<file path="src/rtl/audio_mix_pkg.sv">
// Shared types and arithmetic helpers for the N-channel audio mixer.
// Helpers work on 64-bit values so one copy serves every datapath width.
package audio_mix_pkg;

    localparam int DEF_SAMPLE_BITS = 16;
    localparam int DEF_VOLUME_BITS = 8;

    typedef logic signed [DEF_SAMPLE_BITS-1:0] sample_t;
    typedef logic [DEF_VOLUME_BITS-1:0]        vol_t;

    typedef enum logic [1:0] {
        IDLE,
        ACCUM,
        MASTER,
        WRITE
    } mix_state_t;

    // All-ones gain is exact unity; otherwise floor((s * g) / 2^vb).
    function automatic logic signed [63:0] mix_gain(
        input logic signed [63:0] s,
        input logic [63:0]        g,
        input int unsigned        vb
    );
        logic signed [63:0] gs;
        gs = $signed(g);
        if (g == ((64'd1 << vb) - 64'd1))
            return s;
        return (s * gs) >>> vb;
    endfunction

    function automatic logic signed [63:0] sat_to(
        input logic signed [63:0] x,
        input int unsigned        bits
    );
        logic signed [63:0] hi;
        logic signed [63:0] lo;
        hi = $signed((64'd1 << (bits - 1)) - 64'd1);
        lo = -hi - 64'sd1;
        if (x > hi)
            return hi;
        if (x < lo)
            return lo;
        return x;
    endfunction

endpackage

</file>
<file path="src/rtl/mix_gain_stage.sv">
// Registered signed-by-unsigned scale with unity bypass.
// Shared by the per-channel and master volume paths.
module mix_gain_stage
    import audio_mix_pkg::*;
#(
    parameter int W  = 16,
    parameter int VB = 8
) (
    input  logic                clk,
    input  logic                rst,
    input  logic signed [W-1:0] s,
    input  logic [VB-1:0]       g,
    output logic signed [W-1:0] y
);

    always_ff @(posedge clk) begin
        if (rst)
            y <= '0;
        else
            y <= W'(mix_gain(64'(s), 64'(g), VB));
    end

endmodule

</file>
<file path="src/rtl/audio_mixer_n.sv">
// N-channel mixer: snapshot on tick, scale/accumulate one channel per
// clock, apply master volume, saturate and write into the player ring.
module audio_mixer_n
    import audio_mix_pkg::*;
#(
    parameter int NUM_CH      = 4,
    parameter int SAMPLE_BITS = DEF_SAMPLE_BITS,
    parameter int VOLUME_BITS = DEF_VOLUME_BITS,
    parameter int BUF_LEN     = 256,
    parameter int LAG         = 1
) (
    input  logic                                     clk,
    input  logic                                     rst,
    input  logic                                     sample_tick,
    input  logic                                     refresh,
    input  logic [NUM_CH-1:0][SAMPLE_BITS-1:0]       ch_sample,
    input  logic [NUM_CH-1:0][VOLUME_BITS-1:0]       ch_vol,
    input  logic [NUM_CH-1:0]                        ch_en,
    input  logic [VOLUME_BITS-1:0]                   master_vol,
    input  logic [$clog2(BUF_LEN)-1:0]               play_index,
    input  logic                                     clr_stats,
    output logic                                     wr_en,
    output logic [$clog2(BUF_LEN)-1:0]               wr_addr,
    output logic signed [SAMPLE_BITS-1:0]            wr_data,
    output logic                                     busy,
    output logic                                     overrun,
    output logic [15:0]                              clip_count
);

    localparam int AW    = $clog2(BUF_LEN);
    localparam int CW    = (NUM_CH > 1) ? $clog2(NUM_CH) : 1;
    localparam int ACC_W = SAMPLE_BITS + $clog2(NUM_CH) + 1;

    localparam logic [CW-1:0] LAST_IDX = CW'(NUM_CH - 1);
    localparam logic [CW:0]   NCH      = (CW + 1)'(NUM_CH);

    mix_state_t state, state_n;

    logic [NUM_CH-1:0][SAMPLE_BITS-1:0] snap_s;
    logic [NUM_CH-1:0][VOLUME_BITS-1:0] snap_v;
    logic [NUM_CH-1:0]                  snap_en;
    logic [VOLUME_BITS-1:0]             snap_m;
    logic [AW-1:0]                      addr_q;
    logic [CW-1:0]                      idx;
    logic [CW:0]                        nxt;
    logic signed [ACC_W-1:0]            acc;
    logic signed [ACC_W-1:0]            acc_sum;
    logic signed [SAMPLE_BITS-1:0]      ch_q;
    logic signed [ACC_W-1:0]            mst_q;
    logic [SAMPLE_BITS-1:0]             gs_in;
    logic [VOLUME_BITS-1:0]             gv_in;
    logic signed [SAMPLE_BITS-1:0]      sat_data;
    logic                               clip;
    logic                               go;
    logic                               ovr_ev;

    assign go      = sample_tick & refresh & (state == IDLE);
    assign ovr_ev  = sample_tick & refresh & (state != IDLE);
    assign nxt     = {1'b0, idx} + (CW + 1)'(1);
    assign acc_sum = acc + ACC_W'(ch_q);

    // The channel stage runs one channel ahead so the sum completes
    // in the last ACCUM cycle and feeds the master stage directly.
    always_comb begin
        gs_in = '0;
        gv_in = '0;
        if (state == IDLE) begin
            gs_in = ch_sample[0];
            gv_in = ch_en[0] ? ch_vol[0] : '0;
        end else if (nxt < NCH) begin
            gs_in = snap_s[nxt[CW-1:0]];
            gv_in = snap_en[nxt[CW-1:0]] ? snap_v[nxt[CW-1:0]] : '0;
        end
    end

    mix_gain_stage #(.W(SAMPLE_BITS), .VB(VOLUME_BITS)) u_ch_gain (
        .clk (clk),
        .rst (rst),
        .s   (gs_in),
        .g   (gv_in),
        .y   (ch_q)
    );

    mix_gain_stage #(.W(ACC_W), .VB(VOLUME_BITS)) u_mst_gain (
        .clk (clk),
        .rst (rst),
        .s   (acc_sum),
        .g   (snap_m),
        .y   (mst_q)
    );

    assign sat_data = SAMPLE_BITS'(sat_to(64'(mst_q), SAMPLE_BITS));
    assign clip     = sat_to(64'(mst_q), SAMPLE_BITS) != 64'(mst_q);

    always_ff @(posedge clk) begin
        if (rst)
            state <= IDLE;
        else
            state <= state_n;
    end

    always_comb begin
        state_n = state;
        wr_en   = 1'b0;
        busy    = (state != IDLE);
        unique case (state)
            IDLE:   if (go) state_n = ACCUM;
            ACCUM:  if (idx == LAST_IDX) state_n = MASTER;
            MASTER: state_n = WRITE;
            WRITE: begin
                wr_en   = 1'b1;
                state_n = IDLE;
            end
            default: state_n = IDLE;
        endcase
    end

    always_ff @(posedge clk) begin
        if (rst) begin
            snap_s  <= '0;
            snap_v  <= '0;
            snap_en <= '0;
            snap_m  <= '0;
            addr_q  <= '0;
            idx     <= '0;
            acc     <= '0;
            wr_addr <= '0;
            wr_data <= '0;
        end else begin
            unique case (state)
                IDLE: if (go) begin
                    snap_s  <= ch_sample;
                    snap_v  <= ch_vol;
                    snap_en <= ch_en;
                    snap_m  <= master_vol;
                    addr_q  <= play_index - AW'(LAG);
                    idx     <= '0;
                    acc     <= '0;
                end
                ACCUM: begin
                    acc <= acc_sum;
                    idx <= idx + CW'(1);
                end
                MASTER: begin
                    wr_data <= sat_data;
                    wr_addr <= addr_q;
                end
                default: ;
            endcase
        end
    end

    always_ff @(posedge clk) begin
        if (rst || clr_stats) begin
            overrun    <= 1'b0;
            clip_count <= '0;
        end else begin
            if (ovr_ev)
                overrun <= 1'b1;
            if (state == MASTER && clip && clip_count != 16'hFFFF)
                clip_count <= clip_count + 16'd1;
        end
    end

endmodule

</file>
<file path="config.mk">
export PLATFORM = sky130hd
export DESIGN_NAME = audio_mixer_n
export DESIGN_NICKNAME = d
export VERILOG_FILES = /design/src/rtl/audio_mix_pkg.sv /design/src/rtl/mix_gain_stage.sv /design/src/rtl/audio_mixer_n.sv
export SDC_FILE = /design/constraint.sdc
export NUM_CORES = 1
export LEC_CHECK = 0
export BUFFER_PORTS_ARGS = -buffer_cell sky130_fd_sc_hd__buf_4
export CAP_MARGIN = 40
export CORE_MARGIN = 2
export CORE_UTILIZATION = 41
export DETAILED_ROUTE_END_ITERATION = 7
export GPL_TIMING_DRIVEN = 0
export PLACE_DENSITY = 0.62
export SLEW_MARGIN = 20
export SYNTH_ARGS = -nofsm -noshare
export SYNTH_HDL_FRONTEND = slang
export SYNTH_SLANG_ARGS = --single-unit
</file>
<file path="constraint.sdc">
create_clock -name clk -period 9.8 [get_ports clk]
set_input_delay 0 -clock clk [delete_from_list [all_inputs] [get_ports clk]]
set_output_delay 0 -clock clk [all_outputs]
set_load 0.05 [all_outputs]
</file>
Word-level counts from Yosys, hierarchy flattened
Cells that the tools add are included.
{"block": "classes", "n_addsub": 5, "n_mul": 2, "magnitude_cmp": 4, "eq_ne": 10, "mux": 35, "bitwise": 3, "reduce_logical": 9}
{"cell": "2-to-1 mux 64 bit", "count": 4}
{"cell": "2-to-1 mux 16 bit", "count": 5}
{"cell": "inequality test 64 x 19 -> 1 bit", "count": 1}
{"cell": "2-to-1 mux 19 bit", "count": 3}
{"cell": "2-to-1 mux 8 bit", "count": 5}
{"cell": "case mux 19 bit (2 select lines)", "count": 1}
{"cell": "binary-select mux 16 bit (select 2 bit)", "count": 1}
{"cell": "multiplier 19 x 9 -> 27 bit", "count": 1}
{"cell": "multiplier 16 x 9 -> 24 bit", "count": 1}
{"cell": "adder 19 x 16 -> 19 bit", "count": 1}
{"cell": "greater-than comparator 19 x 16 -> 1 bit (second input constant)", "count": 1}
{"cell": "< comparator 19 x 16 -> 1 bit (second input constant)", "count": 1}
{"cell": "adder 16 x 1 -> 16 bit (second input constant)", "count": 1}
{"cell": "binary-select mux 8 bit (select 2 bit)", "count": 1}
{"cell": "== test 8 bit (second input constant)", "count": 2}
{"cell": "inequality test 16 bit (second input constant)", "count": 1}
{"cell": "2-to-1 mux 1 bit", "count": 9}
{"cell": "case mux 2 bit (4 select lines)", "count": 1}
{"cell": "subtractor 8 x 1 -> 8 bit (second input constant)", "count": 1}
{"cell": "== test 2 bit (second input constant)", "count": 3}
{"cell": "2-to-1 mux 2 bit", "count": 3}
{"cell": "AND reduction 2 bit", "count": 3}
{"cell": "inequality test 2 bit (second input constant)", "count": 2}
{"cell": "case mux 2 bit (2 select lines)", "count": 1}
{"cell": "11 further kinds", "count": 15}
{"block": "totals", "ff_bits": 215, "in_bits": 121, "word_cells": 88}

Logic depth before layout (Yosys ltp)
Gate-level depths: netlist of the first run.
{"block": "depth", "ltp_word": 10, "ltp_mapped": 30, "depth_no_buf": 30}

Cells and area by module
Synthesis of the first run repeated with hierarchy kept, for this count alone.
{"block": "hier_totals", "cells_unflattened": 2318, "area_unflattened_um2": 19588.8}
{"mod": "audio_mixer_n", "n_inst": 1, "cells_per_inst": 981, "area_each_um2": 8343.0, "seq_area_each_um2": 3603.5}
{"mod": "mix_gain_stage (u_mst_gain)", "n_inst": 1, "cells_per_inst": 719, "area_each_um2": 6072.1, "seq_area_each_um2": 380.4}
{"mod": "mix_gain_stage (u_ch_gain)", "n_inst": 1, "cells_per_inst": 618, "area_each_um2": 5173.7, "seq_area_each_um2": 320.3}

Worst setup path before layout of the first run
Ideal clock, no wire load.
{"block": "synth_timing", "path_type": "flip-flop to flip-flop", "start": "reg acc[0]", "end": "reg u_mst_gain.y[18]", "setup_ps": 62, "arrival_time_ps": 6963, "required_ps": 9738, "setup_slack_ps": 2775, "stages_incl_launch_ff": 31, "synth_period_minus_slack_ps": 7025, "cell_sequence": "dfxtp_1 ha_1 inv_1 fa_1 nor2b_1 o21a_1 o21ai_0 a21oi_1 nor2_1 o21ai_0 nor2_1 xnor2_1 nand2_1 fa_1 inv_1 fa_1 fa_1 inv_1 fa_1 inv_1 ha_1 o21a_1 o2111a_1 a221o_1 a31o_2 a211oi_2 o21ai_1 a21oi_1 nor2b_1 or4b_1 nand3_1"}
{"block": "synth_via", "elab_chain_len": 3}
{"item": "from (decl)", "line_no": "audio_mixer_n.sv:46", "source": "logic signed [ACC_W-1:0] acc;"}
{"item": "from (signal assigned)", "line_no": "audio_mixer_n.sv:141", "source": "acc <= acc_sum;"}
{"item": "adder 19 x 16 -> 19 bit *", "line_no": "audio_mixer_n.sv:60", "source": "assign acc_sum = acc + ACC_W'(ch_q);"}
{"item": "multiplier 19 x 9 -> 27 bit / 2-to-1 mux 19 bit (equally long branches)", "line_no": "audio_mix_pkg.sv:28, audio_mix_pkg.sv:26"}
{"item": "2-to-1 mux 19 bit *", "line_no": "audio_mix_pkg.sv:28", "source": "return (s * gs) >>> vb;"}
{"item": "to (signal assigned)", "line_no": "mix_gain_stage.sv:20", "source": "y <= W'(mix_gain(64'(s), 64'(g), VB));"}
{"item": "to (decl)", "line_no": "mix_gain_stage.sv:13", "source": "output logic signed [W-1:0] y"}
Mark *: on every way between the ends. The rest lies on a longest branch, timed or not. The select of a mux whose other input is x is not followed.
A chain may end at the register's enable or synchronous reset.

Worst setup path in the final report of the first run
Ends and elaborated chain as after synthesis.

==> results of run 1 <==
[per-stage QoR]
stage / util, % / instance area (um2)
after floorplan: - / 18600
after detailed placement: 46.1 / 20800
final: 50.6 / 22800
after CTS: 50.6 / 22800
after global routing: 50.6 / 22800
after global placement: 45.7 / 20600
[synth_stat cells (all sizes together), types with 4 or more instances]
cell type	number	area (um2)
inv	308	1160
nor2b	19	119
or3	5	31.3
and2	73	457
clkbuf	77	289
ha	125	1560
nor3	17	85.1
fa	212	4240
nor4	4	25.0
xor2	31	272
mux2i	18	180
a22o	23	201
o21a	10	75.1
a31oi	5	31.3
nand4	14	87.6
a21o	17	128
a21oi	165	833
a211oi	30	230
nor2	176	661
o21ai	22	110
nand3	16	80.1
buf	21	97.6
mux4	22	510
a22oi	29	218
o21bai	7	56.3
dfxtp	215	4300
xnor2	50	438
nand2	403	1520
and3	7	43.8
nand2b	30	188
[state kept, by name (all words and copies together) (netlist names), 4 cells and up]
signal	flops
acc	19
addr_q	8
clip_count	16
snap_en	4
snap_m	8
snap_s	64
snap_v	32
u_ch_gain.y	16
u_mst_gain.y	19
wr_addr	8
wr_data	16
[how the worst min path moves through the flow]
| stage | to | start | cells after the start | slack, ns |
|---|---|---|---|---|
| 6_report | state[0] | sample_tick | 5 | 0.05 |
| 5_1_grt | state[0] | sample_tick | 5 | 0.08 |
| 4_1_cts | state[0] | sample_tick | 5 | 0.01 |
| 3_5_place_dp | addr_q[0] | play_index[0] | 2 | 0.22 |
| 3_3_place_gp | addr_q[0] | play_index[0] | 2 | 0.22 |
| 2_1_floorplan | addr_q[0] | play_index[0] | 1 | 0.1 |
[per-layer routing]
layer | wire length (um) | track usage [%] | vias up | share of wire [%]
met5 | 0 | 0 | - | 0
met4 | 2190 | 8.81 | 0 | 4.0
met3 | 3340 | 3.42 | 111 | 6.1
met2 | 25400 | 39.4 | 574 | 47
met1 | 23700 | 30.5 | 7837 | 43
li1 | - | - | 7691 | -
[power breakdown]
part / switching (uW) / leakage (uW) / internal (uW)
Sequential: 69.9 / 0.00175 / 1000
Clock: 391 / 0.000388 / 523
Combinational: 1630 / 0.00838 / 1020
Total: 2090 / 0.0105 / 2550
[kinds of logic after synthesis]
logic type	after synthesis	share of synthesized area (%)
simple gates	774	18.1
flops	215	23.1
mux	43	3.89
xor+xnor	81	3.81
compound gates	337	11.6
buf+inv	406	8.28
fa+ha+maj	337	31.2
[area by class of cell]
class	instances	share of cell area, %
clock inverter	10	0.401
tap	600	3.29
inverter	308	5.07
sequential	215	18.9
multi-input combinational	1572	56.2
clock buffer	31	3.02
timing repair buffer	307	11.5
buffer	98	1.70
[repair_timing]
action	4_1_cts	5_1_grt
gates resized for setup	0	0
endpoints found under the hold margin	121	0
hold buffers	124	0
[worst max-delay path, delay by kind of cell, from the launching register on]
| family | cells | cell delay, ns |
|---|---|---|
| fa+ha+maj | 7 | 2.83 |
| buf+inv | 5 | 0.52 |
| flops | 1 | 0.31 |
| simple gates | 6 | 1.06 |
| xor+xnor | 1 | 0.31 |
| compound gates | 12 | 2.87 |
==> Flow_metrics.wiki, run 1 <==
{| class="wikitable"
! Metric !! Value
|-
| Classification of the worst-slack hold path || in -> reg
|-
| # diodes || 0
|-
| CP startpoint || acc[0]
|-
| Clock Pin Slew Worst Setup and Hold Paths || 0.06 ns
|-
| Maximum number of pins on one net before global-route repair || 14
|-
| GR Util All Layers || 23.4%
|-
| Part of the Yosys area used for sequential elements || 23.1%
|-
| Final std cells w/o fill || 3141
|-
| Clock buffers created by TritonCTS || 25
|-
| Endpoint required time on the critical path || 10.29 ns
|-
| Count of mapped cells out of synthesis || 2193
|-
| Post-CTS repair timing setup buffer count || 0
|-
| Maximum clock skew at final layout || 0.0169 ns
|-
| Horizontal die dimension || 217 um
|-
| Global-route wire length before repair || 87.4 mm
|-
| Remaining global-route overflow || 0
|-
| Placeable Area || 45100 um2
|-
| Sinks on the clock net || 215
|-
| Slew margin rel. || 38.5%
|-
| Slew at the pin closest to its max-slew limit || 0.923 ns
|-
| Total routed wirelength || 54.7 mm
|-
| Ys async rst share || 0%
|-
| Post-route ant nets || 0
|-
| I/O pin count || 164
|-
| Clock tree from TritonCTS || done
|-
| Reg-to-Reg End || u_mst_gain.y[18]
|-
| Mapped cell area || 18600 um2
|-
| Unrepaired setup endpoints after global routing || false
|-
| Initial cell density of the core || 41.3%
|-
| Synth Warn # || 0
|-
| Multi-input logic area || 12800 um2
|-
| R2R setup slack || 1.81 ns
|-
| Sum of negative setup slack || 0 ns
|-
| Cells after DPL || 2975
|-
| Final Wtd Congestion || 0.869
|-
| Top_reg_cell synth || sky130_fd_sc_hd__dfxtp_1
|-
| Total area of sequential cells || 4300 um2
|-
| Site row count || 78
|-
| Worst slack on hold paths || 0.0464 ns
|-
| CP dominant cell by count || sky130_fd_sc_hd__fa_1
|-
| Crit path arrival time || 8.48 ns
|-
| Leakage power summed over all cells || 0.0105 uW
|-
| PnR Total Power || 4640 uW
|-
| Commonest cells after routing, fill and taps aside || sky130_fd_sc_hd__nand2_1 (402), sky130_fd_sc_hd__inv_1 (308), sky130_fd_sc_hd__dfxtp_1 (215)
|-
| Power density over the cells || 203 nW/um2
|-
| Post-synthesis to final-layout area growth || 22.4%
|-
| Synthesized Nets || 2651
|-
| Reg2Reg Launch Point || acc[0]
|-
| DR vias/cell || 5.16
|-
| Largest driver fanout on the critical path || 8
|-
| Worst voltage drop across the vdd grid || 0.125 mV
|-
| Pre-CTS worst setup slack || 1.94 ns
|-
| DRT Pass-1 Iters || 5
|-
| Number of cells on the worst reg-to-reg path || 31
|-
| H-tree depth || 1
|-
| Clk_lat worst skew || 0.55 ns
|-
| Critical Path Sink Type || flop
|-
| Clock buffer depth || 3
|-
| Period minus WS final || 7.99 ns
|-
| Clock tree root driver cell || sky130_fd_sc_hd__clkbuf_16
|-
| Minimum setup slack in the final design || 1.81 ns
|-
| Outcome || complete, no violations
|-
| Total of endpoints with negative setup slack in the final report || 0
|-
| Final routed wire length divided by cell count || 17.4 um
|-
| Post-detailed-route DRC marker count || 0
|-
| Count of flip-flops with a built-in enable after synthesis || 0
|-
| Fillcell total || 4213
|-
| NumNets Final || 2985
|-
| CP Launch Type || flop
|-
| Kind of critical path || reg -> reg
|-
| Antenna violations before repair || 0
|-
| Master of the slowest instance on the critical path || sky130_fd_sc_hd__fa_1
|-
| Final Hold Violating Endpoints || 0
|-
| Die Footprint || 47200 um2
|-
| Post-synthesis average cell area || 8.50 um2
|-
| Maximum operating frequency || 125 MHz
|-
| Count of port buffers added during placement || 163
|-
| Die H || 217 um
|-
| Share of post-route cells with drive strength above 1 || 10.5%
|-
| Placed wire-length estimate after detailed placement || 43.5 mm
|-
| Period utilization || 81.5%
|-
| Max-capacitance violation count || 0
|-
| Worst setup path endpoint || u_mst_gain.y[18]
|-
| Vias in the first global route || 16.7k
|-
| Most common library cell in the layout ignoring fill and taps || sky130_fd_sc_hd__nand2_1
|-
| Post-synthesis cell type count || 65
|-
| Post-synthesis sequential element count || 215
|-
| Drt first-iter violations || 1038
|-
| Count of final max-slew check failures || 0
|-
| Delay contributed by the slowest stage of the critical path || 0.56 ns
|-
| Vias after detailed routing || 16.2k
|}
No activity file was read; power rests on OpenSTA's default activity.
==> run 2, diff against run 1 <==
- ABC_AREA: not set -> 1
- clock period: 9.8 -> 7.8 ns (I/O delays scaled with it)
==> run 2 against run 1 <==
First-iteration DRC count grew 18%. Clock power grew 44%. Setup slack lost 1.3 ns. Critical endpoint unchanged. Largest cell class unchanged. Largest power group unchanged.
==> Flow_metrics.wiki, run 2 <==
{| class="wikitable"
! Metric !! Value
|-
| Count of port buffers added during placement || 163
|-
| Met1 routed wirelength after detailed routing || 26.8 mm
|-
| Vias in the first global route || 19.5k
|-
| Clock buffers created by TritonCTS || 26
|-
| Placed wire-length estimate after detailed placement || 51.7 mm
|-
| Most common library cell in the layout ignoring fill and taps || sky130_fd_sc_hd__inv_1
|-
| GR Util All Layers || 25.8%
|-
| DR vias/cell || 5.14
|-
| Count of final max-slew check failures || 0
|-
| Flip-flop count of the largest register after layout || 64
|-
| I/O pin count || 164
|-
| Die Footprint || 50000 um2
|-
| H-tree depth || 1
|-
| Commonest cells after routing, fill and taps aside || sky130_fd_sc_hd__inv_1 (512), sky130_fd_sc_hd__nand2_1 (454), sky130_fd_sc_hd__nor2_1 (373)
|-
| Mapped cell area || 19800 um2
|-
| Final routed wire length divided by cell count || 17.4 um
|-
| Clock Pin Slew Worst Setup and Hold Paths || 0.06 ns
|-
| Worst voltage drop across the vdd grid || 0.287 mV
|-
| Complex-gate fraction of the synthesized area || 14.5%
|-
| Total of endpoints with negative setup slack in the final report || 0
|-
| Post-detailed-route DRC marker count || 0
|-
| Kind of critical path || reg -> reg
|-
| Post-synthesis sequential element count || 215
|-
| Clk_lat worst skew || 0.58 ns
|-
| Drt first-iter violations || 1223
|-
| Critical Path Sink Type || flop
|-
| Maximum operating frequency || 138 MHz
|-
| Outcome || complete, no violations
|-
| Initial cell density of the core || 41.5%
|-
| Synth area leaders || sky130_fd_sc_hd__dfxtp_1 (22%), sky130_fd_sc_hd__fa_1 (21%), sky130_fd_sc_hd__inv_1 (9.7%)
|-
| Top sig layer || met4
|-
| Classification of the worst-slack hold path || in -> reg
|-
| Global-route wire length before repair || 102 mm
|-
| Period utilization || 93.0%
|-
| Most flops, register || snap_s
|-
| Proportion of synthesized area in mux cells || 0%
|-
| Main combinational cell family by area after synthesis || adder cells
|-
| Antenna violations before repair || 0
|-
| Share of synthesized cell area in full adder, half adder and majority cells || 29.3%
|-
| Synthesized-area fraction occupied by and/or/nand/nor cells || 20.0%
|-
| Placeable Area || 47600 um2
|-
| Max-capacitance violation count || 0
|-
| Leakage power summed over all cells || 0.0118 uW
|-
| Master of the slowest instance on the critical path || sky130_fd_sc_hd__fa_1
|-
| Worst path bufs/invs || 8
|-
| Count of flip-flops with a built-in enable after synthesis || 0
|-
| Slew at the pin closest to its max-slew limit || 0.912 ns
|-
| DRT Pass-1 Iters || 7
|-
| Post-synthesis to final-layout area growth || 21.5%
|-
| Detailed route wirelength on metal2 || 31.6 mm
|-
| Largest driver fanout on the critical path || 6
|-
| Vias after detailed routing || 19.0k
|-
| Cells after DPL || 3520
|-
| Unrepaired setup endpoints after global routing || false
|-
| CP Launch Type || flop
|-
| Delay contributed by the slowest stage of the critical path || 0.55 ns
|-
| Post-route ant nets || 0
|-
| Post-synthesis average cell area || 7.24 um2
|-
| Top cells by instance count after synthesis || sky130_fd_sc_hd__inv_1 (512), sky130_fd_sc_hd__nand2_1 (454), sky130_fd_sc_hd__nor2_1 (373)
|-
| Period minus WS final || 7.25 ns
|-
| Top_reg_cell synth || sky130_fd_sc_hd__dfxtp_1
|-
| Yosys top cell area share || 21.7%
|-
| Post-synthesis cell type count || 53
|-
| Maximum number of pins on one net before global-route repair || 15
|-
| Share of post-route cells with drive strength above 1 || 9.22%
|-
| Endpoint required time on the critical path || 8.20 ns
|-
| Horizontal die dimension || 224 um
|-
| Met3 wirelength from detailed routing || 3.17 mm
|-
| Final Hold Violating Endpoints || 0
|-
| Part of the Yosys area used for sequential elements || 21.7%
|-
| Final Wtd Congestion || 0.935
|-
| Clock tree root driver cell || sky130_fd_sc_hd__clkbuf_16
|-
| NumNets Final || 3519
|-
| Remaining global-route overflow || 0
|-
| Sum of negative setup slack || 0 ns
|-
| Quantity of gates resized following cts || 0
|-
| Power density over the cells || 319 nW/um2
|-
| Site row count || 80
|-
| Synthesized Nets || 3192
|-
| Count of mapped cells out of synthesis || 2734
|-
| Maximum clock skew at final layout || 0.0360 ns
|-
| Worst path top cell family by delay || adder cells
|-
| Die H || 224 um
|-
| Post-synthesis cell type with the largest combined area || sky130_fd_sc_hd__dfxtp_1
|-
| Final std cells w/o fill || 3697
|-
| Crit path arrival time || 7.65 ns
|-
| Clock tree from TritonCTS || done
|-
| XOR/XNOR share of the synthesized area || 2.21%
|-
| Total routed wirelength || 64.5 mm
|-
| Ys async rst share || 0%
|-
| Top flop regs || snap_s (64), snap_v (32)
|-
| Synth Warn # || 0
|-
| Slew margin rel. || 38.8%
|-
| Sinks on the clock net || 215
|-
| Clock buffer depth || 3
|-
| Cell with the most instances after synthesis || sky130_fd_sc_hd__inv_1
|}
-- run 2: cell count changes after synthesis, sizes merged, moves of 30 or more --
cell / delta
nand2b: -30
nand2: +66
nand3: +46
and2: -70
nor2: +198
inv: +211
o21ai: +246
-- run 2: logic make-up after synthesis --
family | after synthesis
fa+ha+maj | 337
xor+xnor | 49
compound gates | 534
buf+inv | 624
flops | 215
simple gates | 975
-- run 2: worst reg2reg max path: cells and delay by family, from the launching register on --
| family | cells | cell delay (ns) |
|---|---|---|
| compound gates | 4 | 1.39 |
| fa+ha+maj | 7 | 3.04 |
| buf+inv | 8 | 0.68 |
| flops | 1 | 0.33 |
| simple gates | 14 | 1.69 |
-- run 2: final timing paths --
path / cells past startpoint / endpoint / slack (ns) / start
max: 33 / u_mst_gain.y[18] / 0.55 / acc[0]
min: 6 / acc[17] / 0.04 / sample_tick
max reg2reg: 33 / u_mst_gain.y[18] / 0.55 / acc[0]
min reg2reg: 2 / snap_v[8] / 0.45 / snap_v[8]
-- run 2: timing repair --
item,4_1_cts,5_1_grt
hold buffers,125,0
setup buffers,0,0
hold endpoints to repair,127,0
-- run 2: layout make-up --
type | count | area, um2
fillers | 4673 | 23600
multi-input cells | 1895 | 13100
flip-flops and latches | 215 | 4300
repair buffers | 299 | 2540
inverters | 523 | 1960
well taps | 615 | 769
clock buffers | 33 | 707
plain buffers | 101 | 438
clock inverters | 15 | 230
diodes | 1 | 2.50
-- run 2: per-stage QoR --
step                util [%]  hold slack [ns]  power, uW  area [um2]  setup WS (ns)
floorplan                  -           0.0900       4780       19800           1.84
global placement        45.7            0.210       6190       21800          0.672
detailed placement      45.8            0.214       6270       21800          0.596
CTS                     50.4          0.00859       7680       24000          0.581
global route            50.4           0.0947       8360       24000          0.148
finish                  50.5           0.0404       7680       24000          0.549
-- run 2: metal layers --
metal,track usage (%),vias up
met5,0,-
met4,10.9,0
met3,2.45,140
met2,46.0,587
met1,31.9,9112
li1,-,9163
-- run 2: power breakdown --
part           switching [uW]  internal, uW
clock network             513           810
logic                    3290          1600
registers                 123          1340
